<file path="config.mk">
export PLATFORM = sky130hd
export DESIGN_NAME = memory_game_ctrl_flat
export DESIGN_NICKNAME = d
export VERILOG_FILES = /design/src/rtl/memory_game_ctrl_pkg.sv /design/src/rtl/memory_game_ctrl_if.sv /design/src/rtl/memory_game_ctrl_lfsr16.sv /design/src/rtl/memory_game_ctrl.sv /design/src/flat_wrapper.sv
export SDC_FILE = /design/constraint.sdc
export NUM_CORES = 1
export LEC_CHECK = 0
export CAP_MARGIN = 20
export CORE_AREA = 2 2 121 76
export CTS_BUF_LIST = sky130_fd_sc_hd__clkbuf_8
export DETAILED_ROUTE_END_ITERATION = 16
export DIE_AREA = 0 0 123 78
export PLACE_DENSITY = 0.76
export SKIP_CTS_REPAIR_TIMING = 1
export SYNTH_ARGS = -nofsm -noshare
export SYNTH_HDL_FRONTEND = slang
export SYNTH_SLANG_ARGS = --single-unit
</file>
<file path="constraint.sdc">
create_clock -name clk -period 2.63 [get_ports clk]
set_input_delay 0.526 -clock clk [delete_from_list [all_inputs] [get_ports clk]]
set_output_delay 0.526 -clock clk [all_outputs]
set_load 0.02 [all_outputs]
</file>
<file path="src/rtl/memory_game_ctrl_pkg.sv">
// memgame_pkg: shared definitions for the memory game round sequencer.
//   - state encodings (localparams) and the enum built on them
//   - BCD_W: width of a 4-digit BCD value
//   - fold_digit(): maps a 4-bit value onto a BCD digit (>= 10 folds to value-10)
// Optional feature macro used by the top: MEMGAME_TIMEOUT_EN.
package memgame_pkg;

    localparam int unsigned BCD_W = 16;

    localparam logic [2:0] ST_IDLE    = 3'd0;
    localparam logic [2:0] ST_GEN     = 3'd1;
    localparam logic [2:0] ST_SHOW    = 3'd2;
    localparam logic [2:0] ST_WAIT_IN = 3'd3;
    localparam logic [2:0] ST_CHECK   = 3'd4;
    localparam logic [2:0] ST_PASS    = 3'd5;
    localparam logic [2:0] ST_FAIL    = 3'd6;
    localparam logic [2:0] ST_END     = 3'd7;

    typedef enum logic [2:0] {
        S_IDLE    = ST_IDLE,
        S_GEN     = ST_GEN,
        S_SHOW    = ST_SHOW,
        S_WAIT_IN = ST_WAIT_IN,
        S_CHECK   = ST_CHECK,
        S_PASS    = ST_PASS,
        S_FAIL    = ST_FAIL,
        S_END     = ST_END
    } state_t;

    function automatic logic [3:0] fold_digit(input logic [3:0] v);
        return (v >= 4'd10) ? (v - 4'd10) : v;
    endfunction

endpackage

</file>
<file path="src/rtl/memory_game_ctrl_if.sv">
// memory_game_ctrl_if: keyboard/display side of the round sequencer.
//   key_ready   - 1-cycle pulse, 4 digits captured by the keyboard receiver
//   key_value   - 4 BCD digits, [3:0] typed first
//   kbd_clr     - 1-cycle pulse clearing the receiver's partial entry
//   target      - current 4-digit BCD target, [3:0] typed first
//   show_target - display must show target while high
// Modports: master = keyboard/display side, slave = sequencer.
interface memory_game_ctrl_if;
    import memgame_pkg::*;

    logic             key_ready;
    logic [BCD_W-1:0] key_value;
    logic             kbd_clr;
    logic [BCD_W-1:0] target;
    logic             show_target;

    modport master (
        output key_ready,
        output key_value,
        input  kbd_clr,
        input  target,
        input  show_target
    );

    modport slave (
        input  key_ready,
        input  key_value,
        output kbd_clr,
        output target,
        output show_target
    );

endinterface

</file>
<file path="src/rtl/memory_game_ctrl_lfsr16.sv">
// lfsr16: free-running 16-bit Galois LFSR, polynomial x^16+x^14+x^13+x^11+1.
// Ports: clk, rst (async, active-high, loads seed 16'hACE1), q[15:0] state.
// Maximal-length from a non-zero seed, so q is never all-zero.
module lfsr16 (
    input  logic        clk,
    input  logic        rst,
    output logic [15:0] q
);

    always_ff @(posedge clk or posedge rst) begin
        if (rst) begin
            q <= 16'hACE1;
        end else begin
            q <= {1'b0, q[15:1]} ^ (q[0] ? 16'hB400 : 16'h0000);
        end
    end

endmodule

</file>
<file path="src/rtl/memory_game_ctrl.sv">
// memory_game_ctrl: round sequencer for the memorization game.
// Ports:
//   clk, rst      - clock, asynchronous active-high reset
//   start         - 1-cycle pulse, starts/restarts a game from IDLE or END
//   bus (slave)   - key_ready/key_value in, kbd_clr/target/show_target out
//   round, lives  - passes so far / remaining lives (both saturating)
//   result_pass, result_fail - high during PASS / FAIL hold
//   game_won, game_lost      - END outcome flags
//   state_dbg     - current state encoding
// Optional: define MEMGAME_TIMEOUT_EN to fail a round after TIMEOUT_CYCLES
// cycles in WAIT_IN with no accepted entry.
module memory_game_ctrl
    import memgame_pkg::*;
#(
    parameter int unsigned SHOW_CYCLES    = 200000000,
    parameter int unsigned RESULT_CYCLES  = 100000000,
    parameter int unsigned TIMEOUT_CYCLES = 1000000000,
    parameter int unsigned NUM_ROUNDS     = 8,
    parameter int unsigned MAX_LIVES      = 3
) (
    input  logic                clk,
    input  logic                rst,
    input  logic                start,
    memory_game_ctrl_if.slave   bus,
    output logic [3:0]          round,
    output logic [1:0]          lives,
    output logic                result_pass,
    output logic                result_fail,
    output logic                game_won,
    output logic                game_lost,
    output logic [2:0]          state_dbg
);

    if (SHOW_CYCLES == 0 || RESULT_CYCLES == 0 || TIMEOUT_CYCLES == 0 ||
        NUM_ROUNDS == 0 || NUM_ROUNDS > 15 || MAX_LIVES == 0 || MAX_LIVES > 3) begin : g_bad_params
        $error("memory_game_ctrl: parameter out of range");
    end

    localparam int unsigned MAX_SR = (SHOW_CYCLES > RESULT_CYCLES) ? SHOW_CYCLES : RESULT_CYCLES;
`ifdef MEMGAME_TIMEOUT_EN
    localparam int unsigned MAX_CNT = (TIMEOUT_CYCLES > MAX_SR) ? TIMEOUT_CYCLES : MAX_SR;
`else
    localparam int unsigned MAX_CNT = MAX_SR;
`endif
    localparam int unsigned CW = $clog2(MAX_CNT + 1);

    state_t           state, next;
    logic [CW-1:0]    cnt;
    logic             armed;
    logic             accept;
    logic [BCD_W-1:0] target_q;
    logic [BCD_W-1:0] entry;
    logic [15:0]      rnd;

    lfsr16 u_lfsr (
        .clk (clk),
        .rst (rst),
        .q   (rnd)
    );

    // armed is low only on the first WAIT_IN cycle: that cycle pulses
    // kbd_clr and ignores any key_ready, since the receiver is being cleared.
    assign accept          = (state == S_WAIT_IN) && armed && bus.key_ready;
    assign bus.kbd_clr     = (state == S_WAIT_IN) && !armed;
    assign bus.show_target = (state == S_SHOW);
    assign bus.target      = target_q;
    assign result_pass     = (state == S_PASS);
    assign result_fail     = (state == S_FAIL);
    assign state_dbg       = state;

    always_comb begin
        next = state;
        case (state)
            S_IDLE:    if (start) next = S_GEN;
            S_GEN:     next = S_SHOW;
            S_SHOW:    if (cnt == CW'(SHOW_CYCLES - 1)) next = S_WAIT_IN;
            S_WAIT_IN: begin
                if (accept) begin
                    next = S_CHECK;
                end
`ifdef MEMGAME_TIMEOUT_EN
                else if (cnt == CW'(TIMEOUT_CYCLES - 1)) begin
                    next = S_FAIL;
                end
`endif
            end
            S_CHECK:   next = (entry == target_q) ? S_PASS : S_FAIL;
            S_PASS:    if (cnt == CW'(RESULT_CYCLES - 1))
                           next = (round == 4'(NUM_ROUNDS)) ? S_END : S_GEN;
            S_FAIL:    if (cnt == CW'(RESULT_CYCLES - 1))
                           next = (lives == 2'd0) ? S_END : S_GEN;
            S_END:     if (start) next = S_GEN;
            default:   next = S_IDLE;
        endcase
    end

    always_ff @(posedge clk or posedge rst) begin
        if (rst) begin
            state     <= S_IDLE;
            cnt       <= '0;
            armed     <= 1'b0;
            target_q  <= '0;
            entry     <= '0;
            round     <= '0;
            lives     <= '0;
            game_won  <= 1'b0;
            game_lost <= 1'b0;
        end else begin
            state <= next;
            armed <= (state == S_WAIT_IN);

            // One shared counter; any state change restarts it from zero.
            if (next != state) begin
                cnt <= '0;
            end else if (state == S_SHOW || state == S_PASS || state == S_FAIL
`ifdef MEMGAME_TIMEOUT_EN
                         || state == S_WAIT_IN
`endif
                        ) begin
                cnt <= cnt + 1'b1;
            end

            if ((state == S_IDLE || state == S_END) && start) begin
                round     <= '0;
                lives     <= 2'(MAX_LIVES);
                game_won  <= 1'b0;
                game_lost <= 1'b0;
            end

            if (state == S_GEN) begin
                for (int unsigned k = 0; k < 4; k++) begin
                    target_q[4*k +: 4] <= fold_digit(rnd[4*k +: 4]);
                end
            end

            if (accept) begin
                entry <= bus.key_value;
            end

            if (next == S_PASS && state != S_PASS && round != 4'hF) begin
                round <= round + 4'd1;
            end
            if (next == S_FAIL && state != S_FAIL && lives != 2'd0) begin
                lives <= lives - 2'd1;
            end

            if (next == S_END && state == S_PASS) game_won  <= 1'b1;
            if (next == S_END && state == S_FAIL) game_lost <= 1'b1;
        end
    end

endmodule

</file>
<file path="src/flat_wrapper.sv">
// flat-port wrapper written by rule: the top's interface ports become plain ports
module memory_game_ctrl_flat import memgame_pkg::*;
#(
    parameter int unsigned SHOW_CYCLES    = 200000000,
    parameter int unsigned RESULT_CYCLES  = 100000000,
    parameter int unsigned TIMEOUT_CYCLES = 1000000000,
    parameter int unsigned NUM_ROUNDS     = 8,
    parameter int unsigned MAX_LIVES      = 3
)
  (clk, rst, start, round, lives, result_pass, result_fail, game_won, game_lost, state_dbg, bus_key_ready, bus_key_value, bus_kbd_clr, bus_target, bus_show_target);
  memory_game_ctrl_if bus_i ();
  input  logic clk;
  input  logic rst;
  input  logic start;
  output logic [3:0] round;
  output logic [1:0] lives;
  output logic result_pass;
  output logic result_fail;
  output logic game_won;
  output logic game_lost;
  output logic [2:0] state_dbg;
  input wire logic [$bits(bus_i.key_ready)-1:0] bus_key_ready;
  input wire logic [$bits(bus_i.key_value)-1:0] bus_key_value;
  output wire logic [$bits(bus_i.kbd_clr)-1:0] bus_kbd_clr;
  output wire logic [$bits(bus_i.target)-1:0] bus_target;
  output wire logic [$bits(bus_i.show_target)-1:0] bus_show_target;
  assign bus_i.key_ready = bus_key_ready;
  assign bus_i.key_value = bus_key_value;
  assign bus_kbd_clr = bus_i.kbd_clr;
  assign bus_target = bus_i.target;
  assign bus_show_target = bus_i.show_target;
  memory_game_ctrl #(.SHOW_CYCLES(SHOW_CYCLES), .RESULT_CYCLES(RESULT_CYCLES), .TIMEOUT_CYCLES(TIMEOUT_CYCLES), .NUM_ROUNDS(NUM_ROUNDS), .MAX_LIVES(MAX_LIVES)) u_core (.clk(clk), .rst(rst), .start(start), .bus(bus_i), .round(round), .lives(lives), .result_pass(result_pass), .result_fail(result_fail), .game_won(game_won), .game_lost(game_lost), .state_dbg(state_dbg));
endmodule
</file>
==> flow_summary.json <==
{
  "critPathCaptureType": "flop",
  "holdCritPathClass": "reg -> reg",
  "cp-startpoint": "u_core.cnt[0]",
  "worst_hold_slack_ns": 0.386,
  "tns_ns": 0,
  "finClkSkew_ns": 0.0155,
  "die_x_um": 123,
  "diodes": 0,
  "crit_chain": "ha_1 > or3b_2 > nor4_4 > nand3_2 > nand2_1 > nor3b_2 > nor4_2 > mux2_2",
  "fillCellCount": 698,
  "power.leakage_nw": 2.38,
  "final_area_um2": 5220,
  "die_area_um2": 9590,
  "cts-buffers-inserted": 9,
  "ys_types": 48,
  "grt_util_all_layers": 0.220,
  "synth_top_cell_by_area": "dfrtp_1",
  "drtAntennaViolNets": 0,
  "fp-row-count": 26,
  "synth_nets": 444,
  "syn_inst": 416,
  "hold_viol_final": 0,
  "cts_tree": "built",
  "cp_slowest_cell": "or3b_2",
  "clk_pin_slew_ns": 0.09,
  "cts_buffer_depth": 2,
  "slew_headroom": 0.474,
  "ys_ff_latch": 88,
  "synth_common_cells": "dfrtp_1 (80), nand2_1 (56), nor2_1 (45), xnor2_1 (27), inv_1 (22)",
  "pin_count": 51,
  "seq_area_frac_synth": 0.516,
  "worst_ep_arrival_time_ns": 2.75,
  "wl_per_cell_um": 15.7,
  "synthTopCellsByArea": "dfrtp_1 (47%), xnor2_1 (5.5%), dfstp_2 (4.9%)",
  "syn2layout_area_growth_pct": 21.6,
  "antenna_found_initial": 0,
  "cp.required_ns": 2.89,
  "hp-start": "u_core.u_lfsr.q[8]",
  "place_ws_ns": -0.0143,
  "slowest_delay_ns": 0.50,
  "fp.dieH_um": 78,
  "crit_path_start_kind": "flop",
  "ctsHtreeMaxLevel": 3,
  "timing.fmax_ghz": 0.403,
  "place_congestion": 0.835,
  "grt_pass1_vias": 3198,
  "grt_pass1_wl_mm": 16.2,
  "rsz0062_at_grt": "false",
  "vias_per_cell": 5.32,
  "drt-initial-drc-count": 197,
  "clockRootBuffer": "clkbuf_8",
  "synthFlopType": "dfrtp_1",
  "drt-total-wl_mm": 9.41,
  "peakVddDrop_uv": 317,
  "port_buffers": 50,
  "grt_max_degree": 38,
  "power_density_nw_per_um2": 435,
  "grt_overflow_total": 0,
  "firstDrtPassIters": 4,
  "core_area_um2": 8390,
  "worst-path-buf-inv": 0,
  "clock_sinks": 88,
  "layout-drive-gt1-share": 0.144,
  "insertion_delay_ns": 0.37,
  "multi_input_area_um2": 1960,
  "nets": 511,
  "dp_hpwl_mm": 6.74,
  "synth-edff-count": 0,
  "dpl-instance-area_um2": 5010,
  "slew_viol_final": 0,
  "path_class": "reg -> reg",
  "start_util": 0.511,
  "status": "completed",
  "mappedNetlistArea_um2": 4290,
  "worstReg2RegStart": "u_core.cnt[0]",
  "drc_errors": 0,
  "crit_family": "simple AND/OR/NAND/NOR gates",
  "cp_max_fo": 4,
  "syn_avg_cell_area_um2": 10.3,
  "maxCapViolCount": 0,
  "synth.most_common_cell": "dfrtp_1",
  "synth_top_cell_area_share": 0.467,
  "via_count": 3186,
  "tightestPinTransition_ns": 0.787,
  "setup_viol": 0,
  "async_flop_share": 1.00,
  "min_period_ns": 2.48,
  "yosysWarnings": 0,
  "register_area_um2": 2210,
  "min_period_over_period": 0.944,
  "worst_slack_ns": 0.147
}
==> final timing paths <==
kind                       cells after the start             endpoint  slack (ns)
max                                            8      u_core.lives[0]        0.15
min                                            0   u_core.u_lfsr.q[7]        0.39
max reg2reg                                    8      u_core.lives[0]        0.15
min reg2reg                                    0   u_core.u_lfsr.q[7]        0.39
max in group asynchronous                      3  u_core.u_lfsr.q[10]        1.40
min in group asynchronous                      2      u_core.entry[0]        0.58
==> cell usage in the layout, fill, tap and decap left out, types with 3 or more instances in the layout <==
cell and instances:
xor2_1 20, o21ai_0 15, nand4_1 14, a21oi_1 6, nor2b_1 5, inv_1 22, a21o_1 4, and3_1 4
nand2_1 56, dfrtp_1 80, nand2b_1 3, mux2_2 17, nand3_1 18, ha_1 8, and2_1 4, xnor2_1 27
nor3_1 8, dfstp_2 8, mux2i_1 6, buf_4 13, a211oi_1 5, nor2_1 45, clkbuf_8 11, clkdlybuf4s50_1 48
==> flip-flops by register name (all words and copies together), names as in the netlist <==
register / flops
u_core.round: 4
u_core.bus.target: 16
u_core.armed: 1
u_core.entry: 16
u_core.game_won: 1
u_core.state_dbg: 3
u_core.cnt: 28
u_core.game_lost: 1
u_core.u_lfsr.q: 16
u_core.lives: 2
==> cells by family after synthesis <==
family,Yosys count,synth area share
xor gates and xnor gates,47,0.0960
DFF,88,0.516
adders and majority gates,8,0.0233
and+or+nand+nor,179,0.211
muxes,23,0.0587
AOI/OAI and AO/OA,40,0.0639
buffers and inverters,31,0.0315
==> layer usage <==
layer / wire length (um) / GRT usage / share of wire / vias up
met5: 0 / 0 / 0 / -
met4: 98 / 0.0534 / 0.010 / 0
met3: 611 / 0.0728 / 0.065 / 10
li1: - / - / - / 1551
met2: 3950 / 0.296 / 0.42 / 68
met1: 4750 / 0.339 / 0.50 / 1557
==> where the power goes <==
part	internal, mW	switching [mW]
clock	0.385	0.469
combinational	0.0303	0.0312
sequential	1.35	0
==> final cells by class <==
type	count	area share
Timing Repair Buffer	65	0.123
Clock buffer	11	0.0290
Tap cell	112	0.0269
Multi-Input combinational cell	297	0.376
Sequential cell	88	0.424
Clock inverter	4	0.00432
Inverter	22	0.0166
==> per-stage QoR <==
stage	power [mW]	util	instances
CTS	2.29	0.618	598
finish	2.27	0.621	599
detailed placement	1.44	0.597	583
global route	2.36	0.621	599
floorplan	1.40	-	416
global placement	1.44	0.597	583
Note: power is estimated with default switching activity, not from simulation.
